$ cat config.mk
export PLATFORM = sky130hd
export DESIGN_NAME = hmlf_min_sched_flat
export DESIGN_NICKNAME = d
export VERILOG_FILES = /design/src/rtl/hmlf_min_pkg.sv /design/src/rtl/hmlf_min_sched_if.sv /design/src/rtl/hmlf_min_cmp.sv /design/src/rtl/hmlf_min_sched.sv /design/src/flat_wrapper.sv
export SDC_FILE = /design/constraint.sdc
export NUM_CORES = 1
export LEC_CHECK = 0
export CORE_ASPECT_RATIO = 0.8
export CORE_MARGIN = 5
export CORE_UTILIZATION = 30
export CTS_CLUSTER_DIAMETER = 60
export DETAILED_ROUTE_END_ITERATION = 10
export HOLD_SLACK_MARGIN = 0.05
export PLACE_DENSITY = 0.55
export SYNTH_ARGS = -nofsm -noshare
export SYNTH_HDL_FRONTEND = slang
export SYNTH_SLANG_ARGS = --single-unit
$ cat constraint.sdc
create_clock -name clk -period 3 [get_ports clk]
set_input_delay 0.3 -clock clk [delete_from_list [all_inputs] [get_ports clk]]
set_output_delay 0.3 -clock clk [all_outputs]
set_load 0.01 [all_outputs]
$ cat src/rtl/hmlf_min_pkg.sv
// Shared defaults, index width and FSM state type for the HMLF sequential min-search scheduler.
package hmlf_min_pkg;

  localparam int W_DEF = 6;
  localparam int N_DEF = 6;
  localparam int IDX_W = $clog2(N_DEF);

  typedef enum logic [1:0] {
    IDLE = 2'd0,
    SCAN = 2'd1,
    DONE = 2'd2
  } state_e;

endpackage

$ cat src/rtl/hmlf_min_sched_if.sv
// Handshake bundle between the element-state registers, the min scheduler and its consumer.
// Optional HMLF_MIN_NORM_EN adds the normalized-vector output out_norm.
interface hmlf_min_sched_if
  import hmlf_min_pkg::*;
#(
  parameter int W = W_DEF,
  parameter int N = N_DEF
);

  localparam int IW = (N > 1) ? $clog2(N) : 1;

  logic                 in_valid;
  logic                 in_ready;
  logic [N*W-1:0]       in_vec;
  logic                 out_valid;
  logic                 out_ready;
  logic signed [W-1:0]  out_min;
  logic [IW-1:0]        out_idx;
  logic                 busy;
`ifdef HMLF_MIN_NORM_EN
  logic [N*(W+1)-1:0]   out_norm;

  modport master (
    output in_valid, in_vec, out_ready,
    input  in_ready, out_valid, out_min, out_idx, busy, out_norm
  );

  modport slave (
    input  in_valid, in_vec, out_ready,
    output in_ready, out_valid, out_min, out_idx, busy, out_norm
  );
`else
  modport master (
    output in_valid, in_vec, out_ready,
    input  in_ready, out_valid, out_min, out_idx, busy
  );

  modport slave (
    input  in_valid, in_vec, out_ready,
    output in_ready, out_valid, out_min, out_idx, busy
  );
`endif

endinterface

$ cat src/rtl/hmlf_min_cmp.sv
// Single signed 2-input comparator shared across all elements of a vector.
module hmlf_min_cmp
  import hmlf_min_pkg::*;
#(
  parameter int W  = W_DEF,
  parameter int IW = IDX_W
) (
  input  logic signed [W-1:0] cand_val,
  input  logic [IW-1:0]       cand_idx,
  input  logic signed [W-1:0] cur_val,
  input  logic [IW-1:0]       cur_idx,
  output logic                lt,
  output logic signed [W-1:0] sel_val,
  output logic [IW-1:0]       sel_idx
);

  // Strict less-than keeps the earlier index on ties.
  always_comb begin
    lt = (cand_val < cur_val);
    if (lt) begin
      sel_val = cand_val;
      sel_idx = cand_idx;
    end else begin
      sel_val = cur_val;
      sel_idx = cur_idx;
    end
  end

endmodule

$ cat src/rtl/hmlf_min_sched.sv
// Sequential min-search over N signed elements using one comparator, one element per cycle.
// Define HMLF_MIN_NORM_EN to add out_norm (each element minus the minimum).
module hmlf_min_sched
  import hmlf_min_pkg::*;
#(
  parameter int W = W_DEF,
  parameter int N = N_DEF
) (
  input  logic            clk,
  input  logic            rst,
  hmlf_min_sched_if.slave bus
);

  localparam int IW = (N > 1) ? $clog2(N) : 1;

  state_e              state_q, state_d;
  logic [N*W-1:0]      vec_q, vec_d;
  logic signed [W-1:0] min_q, min_d;
  logic [IW-1:0]       idx_q, idx_d;
  logic [IW-1:0]       cnt_q, cnt_d;
  logic                out_valid_q, out_valid_d;
  logic                busy_q, busy_d;
  logic                in_ready_q, in_ready_d;

  logic signed [W-1:0] cand_val;
  logic                cmp_lt;
  logic signed [W-1:0] sel_val;
  logic [IW-1:0]       sel_idx;

  assign cand_val = vec_q[cnt_q*W +: W];

  hmlf_min_cmp #(
    .W  (W),
    .IW (IW)
  ) u_cmp (
    .cand_val (cand_val),
    .cand_idx (cnt_q),
    .cur_val  (min_q),
    .cur_idx  (idx_q),
    .lt       (cmp_lt),
    .sel_val  (sel_val),
    .sel_idx  (sel_idx)
  );

  // Next-state and next-output decode; outputs are precomputed so they leave flops directly.
  always_comb begin
    state_d     = state_q;
    vec_d       = vec_q;
    min_d       = min_q;
    idx_d       = idx_q;
    cnt_d       = cnt_q;
    out_valid_d = out_valid_q;
    busy_d      = busy_q;
    in_ready_d  = in_ready_q;
    case (state_q)
      IDLE: begin
        if (bus.in_valid) begin
          vec_d      = bus.in_vec;
          min_d      = bus.in_vec[W-1:0];
          idx_d      = '0;
          cnt_d      = IW'(1);
          state_d    = SCAN;
          busy_d     = 1'b1;
          in_ready_d = 1'b0;
        end else begin
          in_ready_d = 1'b1;
        end
      end
      SCAN: begin
        min_d = sel_val;
        idx_d = sel_idx;
        if (cnt_q == IW'(N - 1)) begin
          state_d     = DONE;
          out_valid_d = 1'b1;
        end else begin
          cnt_d = cnt_q + IW'(1);
        end
      end
      DONE: begin
        if (bus.out_ready) begin
          state_d     = IDLE;
          out_valid_d = 1'b0;
          busy_d      = 1'b0;
          in_ready_d  = 1'b1;
        end else begin
          out_valid_d = 1'b1;
        end
      end
      default: begin
        state_d     = IDLE;
        out_valid_d = 1'b0;
        busy_d      = 1'b0;
        in_ready_d  = 1'b1;
      end
    endcase
  end

  // State and output registers with synchronous reset that discards any vector in flight.
  always_ff @(posedge clk) begin
    if (rst) begin
      state_q     <= IDLE;
      vec_q       <= '0;
      min_q       <= '0;
      idx_q       <= '0;
      cnt_q       <= '0;
      out_valid_q <= 1'b0;
      busy_q      <= 1'b0;
      in_ready_q  <= 1'b1;
    end else begin
      state_q     <= state_d;
      vec_q       <= vec_d;
      min_q       <= min_d;
      idx_q       <= idx_d;
      cnt_q       <= cnt_d;
      out_valid_q <= out_valid_d;
      busy_q      <= busy_d;
      in_ready_q  <= in_ready_d;
    end
  end

  assign bus.in_ready  = in_ready_q & ~rst;
  assign bus.out_valid = out_valid_q;
  assign bus.out_min   = min_q;
  assign bus.out_idx   = idx_q;
  assign bus.busy      = busy_q;

`ifdef HMLF_MIN_NORM_EN
  // Minimum is never above any element, so the W+1-bit difference is always non-negative.
  for (genvar i = 0; i < N; i++) begin : g_norm
    assign bus.out_norm[i*(W+1) +: (W+1)] =
      {vec_q[i*W+W-1], vec_q[i*W +: W]} - {min_q[W-1], min_q};
  end
`endif

endmodule

$ cat src/flat_wrapper.sv
// flat-port wrapper written by rule: the top's interface ports become plain ports
module hmlf_min_sched_flat import hmlf_min_pkg::*;
#(
  parameter int W = W_DEF,
  parameter int N = N_DEF
)
  (clk, rst, bus_in_valid, bus_in_vec, bus_out_ready, bus_in_ready, bus_out_valid, bus_out_min, bus_out_idx, bus_busy);
  hmlf_min_sched_if #(.W(W), .N(N)) bus_i ();
  input  logic clk;
  input  logic rst;
  input wire logic [$bits(bus_i.in_valid)-1:0] bus_in_valid;
  input wire logic [$bits(bus_i.in_vec)-1:0] bus_in_vec;
  input wire logic [$bits(bus_i.out_ready)-1:0] bus_out_ready;
  output wire logic [$bits(bus_i.in_ready)-1:0] bus_in_ready;
  output wire logic [$bits(bus_i.out_valid)-1:0] bus_out_valid;
  output wire logic [$bits(bus_i.out_min)-1:0] bus_out_min;
  output wire logic [$bits(bus_i.out_idx)-1:0] bus_out_idx;
  output wire logic [$bits(bus_i.busy)-1:0] bus_busy;
  assign bus_i.in_valid = bus_in_valid;
  assign bus_i.in_vec = bus_in_vec;
  assign bus_i.out_ready = bus_out_ready;
  assign bus_in_ready = bus_i.in_ready;
  assign bus_out_valid = bus_i.out_valid;
  assign bus_out_min = bus_i.out_min;
  assign bus_out_idx = bus_i.out_idx;
  assign bus_busy = bus_i.busy;
  hmlf_min_sched #(.W(W), .N(N)) u_core (.clk(clk), .rst(rst), .bus(bus_i));
endmodule
==> flow_metrics.env, run 1 <==
export IMPL_core_area_um2=8480
export IMPL_final_util=0.392
export IMPL_die_area_um2=10700
export IMPL_synthToLayoutAreaGrowth_pct=27.0
export IMPL_synth_edf_count=0
export IMPL_numCtsBuffers=5
export IMPL_synth_area_um2=2620
export IMPL_grt_max_degree=38
export IMPL_drv_slew=0
export IMPL_ys_types=35
export IMPL_grt_pass1_wl_um=10600
export IMPL_reg2reg_setup_slack_ns=0.23
export IMPL_antenna_left=0
export IMPL_nFillCells=914
export IMPL_tightestPinTransition_ns=0.533
export IMPL_swShare=0.322
export IMPL_vias=2245
export IMPL_clkPwrFrac=0.226
export IMPL_synthArstFlopShare=0
export IMPL_antennaDiodeCount=0
export IMPL_ys_seq_area_frac=0.405
export IMPL_start_util=0.309
export IMPL_overflow=0
export IMPL_cp_cell_sequence="buf_4, mux4_2, inv_1, o21ai_0, ha_1, a21o_1, a2111oi_4, and4_4, nor2_2, o31ai_2"
export IMPL_synth_largest_area_cell="dfxtp_1"
export IMPL_final_common_cell="nand2_1"
export IMPL_mostFrequentLayoutCells="nand2_1, dfxtp_1, clkdlybuf4s50_1, a21oi_1, inv_1"
export IMPL_cp_end_kind="flip-flop"
export IMPL_track_usage=0.122
export IMPL_slowest_delay_ns=0.50
export IMPL_p_per_area_nw_per_um2=527
export IMPL_htreeDepth=2
export IMPL_finalClockSkew_ns=0.00652
export IMPL_p_leak_uw=0.00122
export IMPL_synth_compound_area_frac=0.167
export IMPL_yosysWarnings=0
export IMPL_p_int_uw=1190
export IMPL_drive_gt1_frac=0.117
export IMPL_fin_nets=409
export IMPL_rsz0062_at_grt="false"
export IMPL_cp_slowest_cell="mux4_2"
export IMPL_cp_start_kind="flip-flop"
export IMPL_synth_xor_area_share=0
export IMPL_status="completed"
export IMPL_cts_tree="built"
export IMPL_insertion_delay_ns=0.30
export IMPL_maxCapViolCount=0
export IMPL_yosys_area_share_adder=0.0478
export IMPL_hold_viol_final=0
export IMPL_worstSetupPathType="flip-flop to flip-flop"
export IMPL_max_freq_ghz=0.361
export IMPL_finalSetupTns_ns=0
export IMPL_power_frac_seq=0.461
export IMPL_cts_buffer_depth=2
export IMPL_portBuffers=51
export IMPL_period_share=0.924
export IMPL_synth_mux_area_frac=0.113
export IMPL_synth_top_cell_area_share=0.405
export IMPL_fin_ws_ns=0.227
export IMPL_p_comb_frac=0.313
export IMPL_ios=52
export IMPL_antenna_found_initial=0
export IMPL_pre_cts_ws_ns=0.0276
export IMPL_synthSimpleGateAreaFrac=0.204
export IMPL_routed_wl_um=6420
export IMPL_ys_ff_latch=53
export IMPL_cp_arrival_ns=2.99
export IMPL_hp_class="primary input to flip-flop"
export IMPL_setup_violations=0
export IMPL_syn_avg_cell_area_um2=8.36
export IMPL_relSlewSlack=0.645
export IMPL_wl_per_cell_um=13.6
export IMPL_rows=30
export IMPL_cts_clk_slew_worst_paths_ns=0.10
export IMPL_via_per_inst=4.77
export IMPL_synth_ff_type="dfxtp_1"
export IMPL_synth_top_family_by_area="simple AND/OR/NAND/NOR gates"
export IMPL_gp_congestion=0.846
export IMPL_post_cts_buffers=0
export IMPL_period_minus_slack_ns=2.77
export IMPL_die_w_um=114
export IMPL_grt_pass1_vias=2163
export IMPL_hpwl_um=4840
export IMPL_crit_fanout=6
export IMPL_cp_required_ns=3.22
export IMPL_drt_first_iter_violations=89
export IMPL_ir_worst_vdd_v=0.000200
export IMPL_synth_area_top_cells="dfxtp_1, nand2_1, a21oi_1, ha_1, mux4_2"
export IMPL_syn_inst=313
export IMPL_drc_errors=0
export IMPL_first_pass_iters=4
export IMPL_die_y_um=93.5
export IMPL_power_switching_uw=564
export IMPL_clock_sinks=53
export IMPL_cts_root_buf="clkbuf_8"
export IMPL_synth_fp_nets=363
[flip-flops by register name, summed over array words and instances, names as in the netlist]
signal                flops
u_core.vec_q             36
u_core.bus.out_min        6
u_core.bus.out_idx        3
u_core.cnt_q              3
u_core.state_q            2
u_core.bus.busy           1
u_core.bus.out_valid      1
u_core.in_ready_q         1
[synthesized netlist by cell type, types with 3 or more instances]
cell type   n
nand2_1    83
mux2i_1     7
nand3_1     7
o21ai_0     8
mux2_2      8
ha_1       10
nor2b_1     6
inv_1      16
buf_1       3
nor2_1      6
o211ai_1    3
a21oi_1    49
clkbuf_1   12
mux4_2      5
nor3_1      4
dfxtp_1    53
or4_1       5
o31ai_2     5
[power groups by stage]
stage                     Clock [µW]  Sequential [µW]  Combinational (µW)
after global routing             441              818                 607
after global placement             0              824                 532
after floorplan                    0              822                 357
after detailed placement           0              825                 542
after CTS                        413              808                 544
final                            396              808                 548
[kinds of logic after synthesis]
kind of cell | after synthesis
DFF | 53
and+or+nand+nor | 121
AOI/OAI and AO/OA | 71
muxes | 21
buffers and inverters | 37
adders and majority gates | 10
[worst paths after layout]
kind,cells after the start,end,startpoint
worst min register to register,2,u_core.vec_q[6],u_core.vec_q[6]
worst min-delay path,2,u_core.cnt_q[1],rst
worst max-delay path,10,u_core.bus.out_min[4],u_core.cnt_q[0]
worst max register to register,10,u_core.bus.out_min[4],u_core.cnt_q[0]
[repair_timing]
item / in CTS / in global routing
resized for setup: 0 / 6
setup endpoints to repair: 0 / 9
hold buffers: 0 / 0
[through the flow]
step	hold WS (ns)	area [µm²]	cells	total power, µW
5_1_grt	0.474	3320	471	1870
3_3_place_gp	0.441	3220	463	1360
4_1_cts	0.460	3300	470	1770
2_1_floorplan	0.433	2620	313	1180
3_5_place_dp	0.444	3220	463	1370
6_report	0.454	3320	471	1750
[critical path, delay by kind of cell (launching register included)]
family / cells / cell delay, ns
and+or+nand+nor: 2 / 0.43
DFF: 1 / 0.37
adders and majority gates: 1 / 0.23
AOI/OAI and AO/OA: 4 / 0.93
muxes: 1 / 0.50
buffers and inverters: 2 / 0.23
[final cells by class]
class	instances	area, µm²	area share
Clock buffer	5	68.8	0.0207
Clock inverter	2	16.3	0.00489
Inverter	16	60.1	0.0181
Multi-Input combinational cell	224	1410	0.423
Sequential cell	53	1060	0.320
Tap cell	112	140	0.0422
Timing Repair Buffer	59	569	0.171
[routing by layer]
| layer | track usage | part of all wire |
|---|---|---|
| met1 | 0.180 | 0.51 |
| met2 | 0.179 | 0.43 |
| met3 | 0.0304 | 0.055 |
| met4 | 0.0237 | 0.0048 |
| met5 | 0 | 0 |
Power figures use the tool's default switching activity.
==> run 2, diff against run 1 <==
--- a/config.mk
+++ b/config.mk
@@ -10,8 +10,9 @@
 export CORE_UTILIZATION = 30
 export CTS_CLUSTER_DIAMETER = 60
 export DETAILED_ROUTE_END_ITERATION = 10
+export DONT_BUFFER_PORTS = 1
 export HOLD_SLACK_MARGIN = 0.05
-export PLACE_DENSITY = 0.55
+export PLACE_DENSITY = 0.46
 export SYNTH_ARGS = -nofsm -noshare
 export SYNTH_HDL_FRONTEND = slang
 export SYNTH_SLANG_ARGS = --single-unit
==> constraint.sdc (replaced) <==
create_clock -name clk -period 3.12 [get_ports clk]
set_input_delay 0.312 -clock clk [delete_from_list [all_inputs] [get_ports clk]]
set_output_delay 0.312 -clock clk [all_outputs]
set_load 0.01 [all_outputs]
==> flow_metrics.env, run 2 (synthesis gave the netlist of run 1 again) <==
export IMPL_finalClockSkew_ns=0.00767
export IMPL_p_comb_frac=0.247
export IMPL_cp_arrival_ns=3.16
export IMPL_wl_per_cell_um=16.2
export IMPL_grt_pass1_wl_um=10900
export IMPL_clock_sinks=53
export IMPL_mostFrequentLayoutCells="nand2_1, dfxtp_1, a21oi_1, inv_1, ha_1"
export IMPL_first_pass_iters=4
export IMPL_swShare=0.325
export IMPL_drc_errors=0
export IMPL_cts_root_buf="clkbuf_8"
export IMPL_antenna_found_initial=0
export IMPL_tightestPinTransition_ns=0.733
export IMPL_drv_slew=0
export IMPL_fin_nets=363
export IMPL_final_common_cell="nand2_1"
export IMPL_drive_gt1_frac=0.124
export IMPL_htreeDepth=2
export IMPL_relSlewSlack=0.509
export IMPL_p_leak_uw=0.00106
export IMPL_rows=30
export IMPL_finalSetupTns_ns=0
export IMPL_synthToLayoutAreaGrowth_pct=10.5
export IMPL_hold_viol_final=0
export IMPL_routed_wl_um=6910
export IMPL_period_minus_slack_ns=2.93
export IMPL_whs_ns=0.0666
export IMPL_via_per_inst=4.88
export IMPL_track_usage=0.128
export IMPL_largest_reg_flops=36
export IMPL_cp_end_kind="flip-flop"
export IMPL_grt_max_degree=42
export IMPL_cts_clk_slew_worst_paths_ns=0.10
export IMPL_die_y_um=93.5
export IMPL_antennaDiodeCount=0
export IMPL_period_share=0.938
export IMPL_ios=52
export IMPL_numCtsBuffers=5
export IMPL_p_int_uw=1160
export IMPL_die_area_um2=10700
export IMPL_start_util=0.309
export IMPL_status="completed"
export IMPL_antenna_left=0
export IMPL_portBuffers=0
export IMPL_drt_first_iter_violations=76
export IMPL_rsz0062_at_grt="false"
export IMPL_hpwl_um=4820
export IMPL_worstSetupPathType="flip-flop to flip-flop"
export IMPL_largest_register="u_core.vec_q"
export IMPL_max_freq_ghz=0.342
export IMPL_cp_required_ns=3.35
export IMPL_cp_start_kind="flip-flop"
export IMPL_grt_pass1_vias=2019
export IMPL_p_per_area_nw_per_um2=594
export IMPL_setup_violations=0
export IMPL_overflow=0
export IMPL_power_frac_seq=0.461
export IMPL_cts_tree="built"
export IMPL_maxCapViolCount=0
export IMPL_vias=2080
export IMPL_insertion_delay_ns=0.31
export IMPL_ir_worst_vdd_v=0.000197
export IMPL_power_switching_uw=559
export IMPL_clkPwrFrac=0.292
export IMPL_hp_class="primary input to flip-flop"
export IMPL_cts_buffer_depth=2
export IMPL_core_area_um2=8480
export IMPL_crit_fanout=10
export IMPL_die_w_um=114
export IMPL_gp_congestion=0.828
==> run 2: cell count changes in the layout (fill, tap and decap cells not counted), sizes merged <==
cell           before  now
clkdlybuf4s50      50    0
dlygate4sd3         0    6
inv                16   18
and4                3    2
buf                 9    8
bufinv              0    1
clkinv              1    0
clkinvlp            1    0
==> run 2: power groups by stage <==
stage | combinational (µW) | clock [µW] | sequential [µW]
after floorplan | 343 | 0 | 791
after detailed placement | 406 | 0 | 810
final | 424 | 501 | 792
after global routing | 475 | 545 | 803
after global placement | 407 | 0 | 808
after CTS | 415 | 515 | 794
==> run 2: critical path, cell delays in order (launching register included) <==
cell and delay [ns]:
dfxtp_1 0.45, buf_4 0.20, mux4_2 0.50, inv_1 0.06
o21ai_0 0.10, ha_1 0.21, a21o_1 0.18, a2111oi_4 0.44
a21o_1 0.33, nor2_2 0.13, o31ai_2 0.23
==> run 2: what timing repair did <==
item                                    4_1_cts  5_1_grt
endpoints found under the setup margin        0        8
endpoints found under the hold margin        13       17
resized for setup                             0        2
setup buffers                                 0        0
hold buffers                                  3        3
==> run 2: final timing paths <==
| kind | startpoint | to | slack [ns] | depth (start not counted) |
|---|---|---|---|---|
| max | u_core.cnt_q[0] | u_core.bus.out_min[2] | 0.19 | 10 |
| min | rst | u_core.bus.busy | 0.07 | 1 |
| max reg2reg | u_core.cnt_q[0] | u_core.bus.out_min[2] | 0.19 | 10 |
| min reg2reg | u_core.vec_q[28] | u_core.vec_q[28] | 0.46 | 2 |
==> run 2: layout make-up <==
cell class / instances / area, µm²
Tap cell: 112 / 140
Timing Repair Buffer: 14 / 120
Fill cell: 931 / 5590
Sequential cell: 53 / 1060
Clock buffer: 5 / 68.8
Clock inverter: 3 / 47.5
Inverter: 16 / 60.1
Multi-Input combinational cell: 223 / 1400
==> run 2: layer usage <==
metal / up-vias / routed length (µm) / track usage
li1: 1074 / - / -
met1: 952 / 3660 / 0.197
met2: 52 / 2650 / 0.165
met3: 2 / 589 / 0.0498
met4: 0 / 15 / 0.0267
met5: - / 0 / 0
==> run 2: metrics by stage <==
step	cell area [µm²]	util	total power (µW)	cells	worst slack, ns
6_report	2890	0.341	1720	426	0.192
3_5_place_dp	2710	0.320	1220	412	0.128
2_1_floorplan	2620	-	1130	313	0.193
4_1_cts	2860	0.337	1720	423	0.0862
5_1_grt	2890	0.341	1820	426	0.0201
3_3_place_gp	2710	0.320	1220	412	0.237
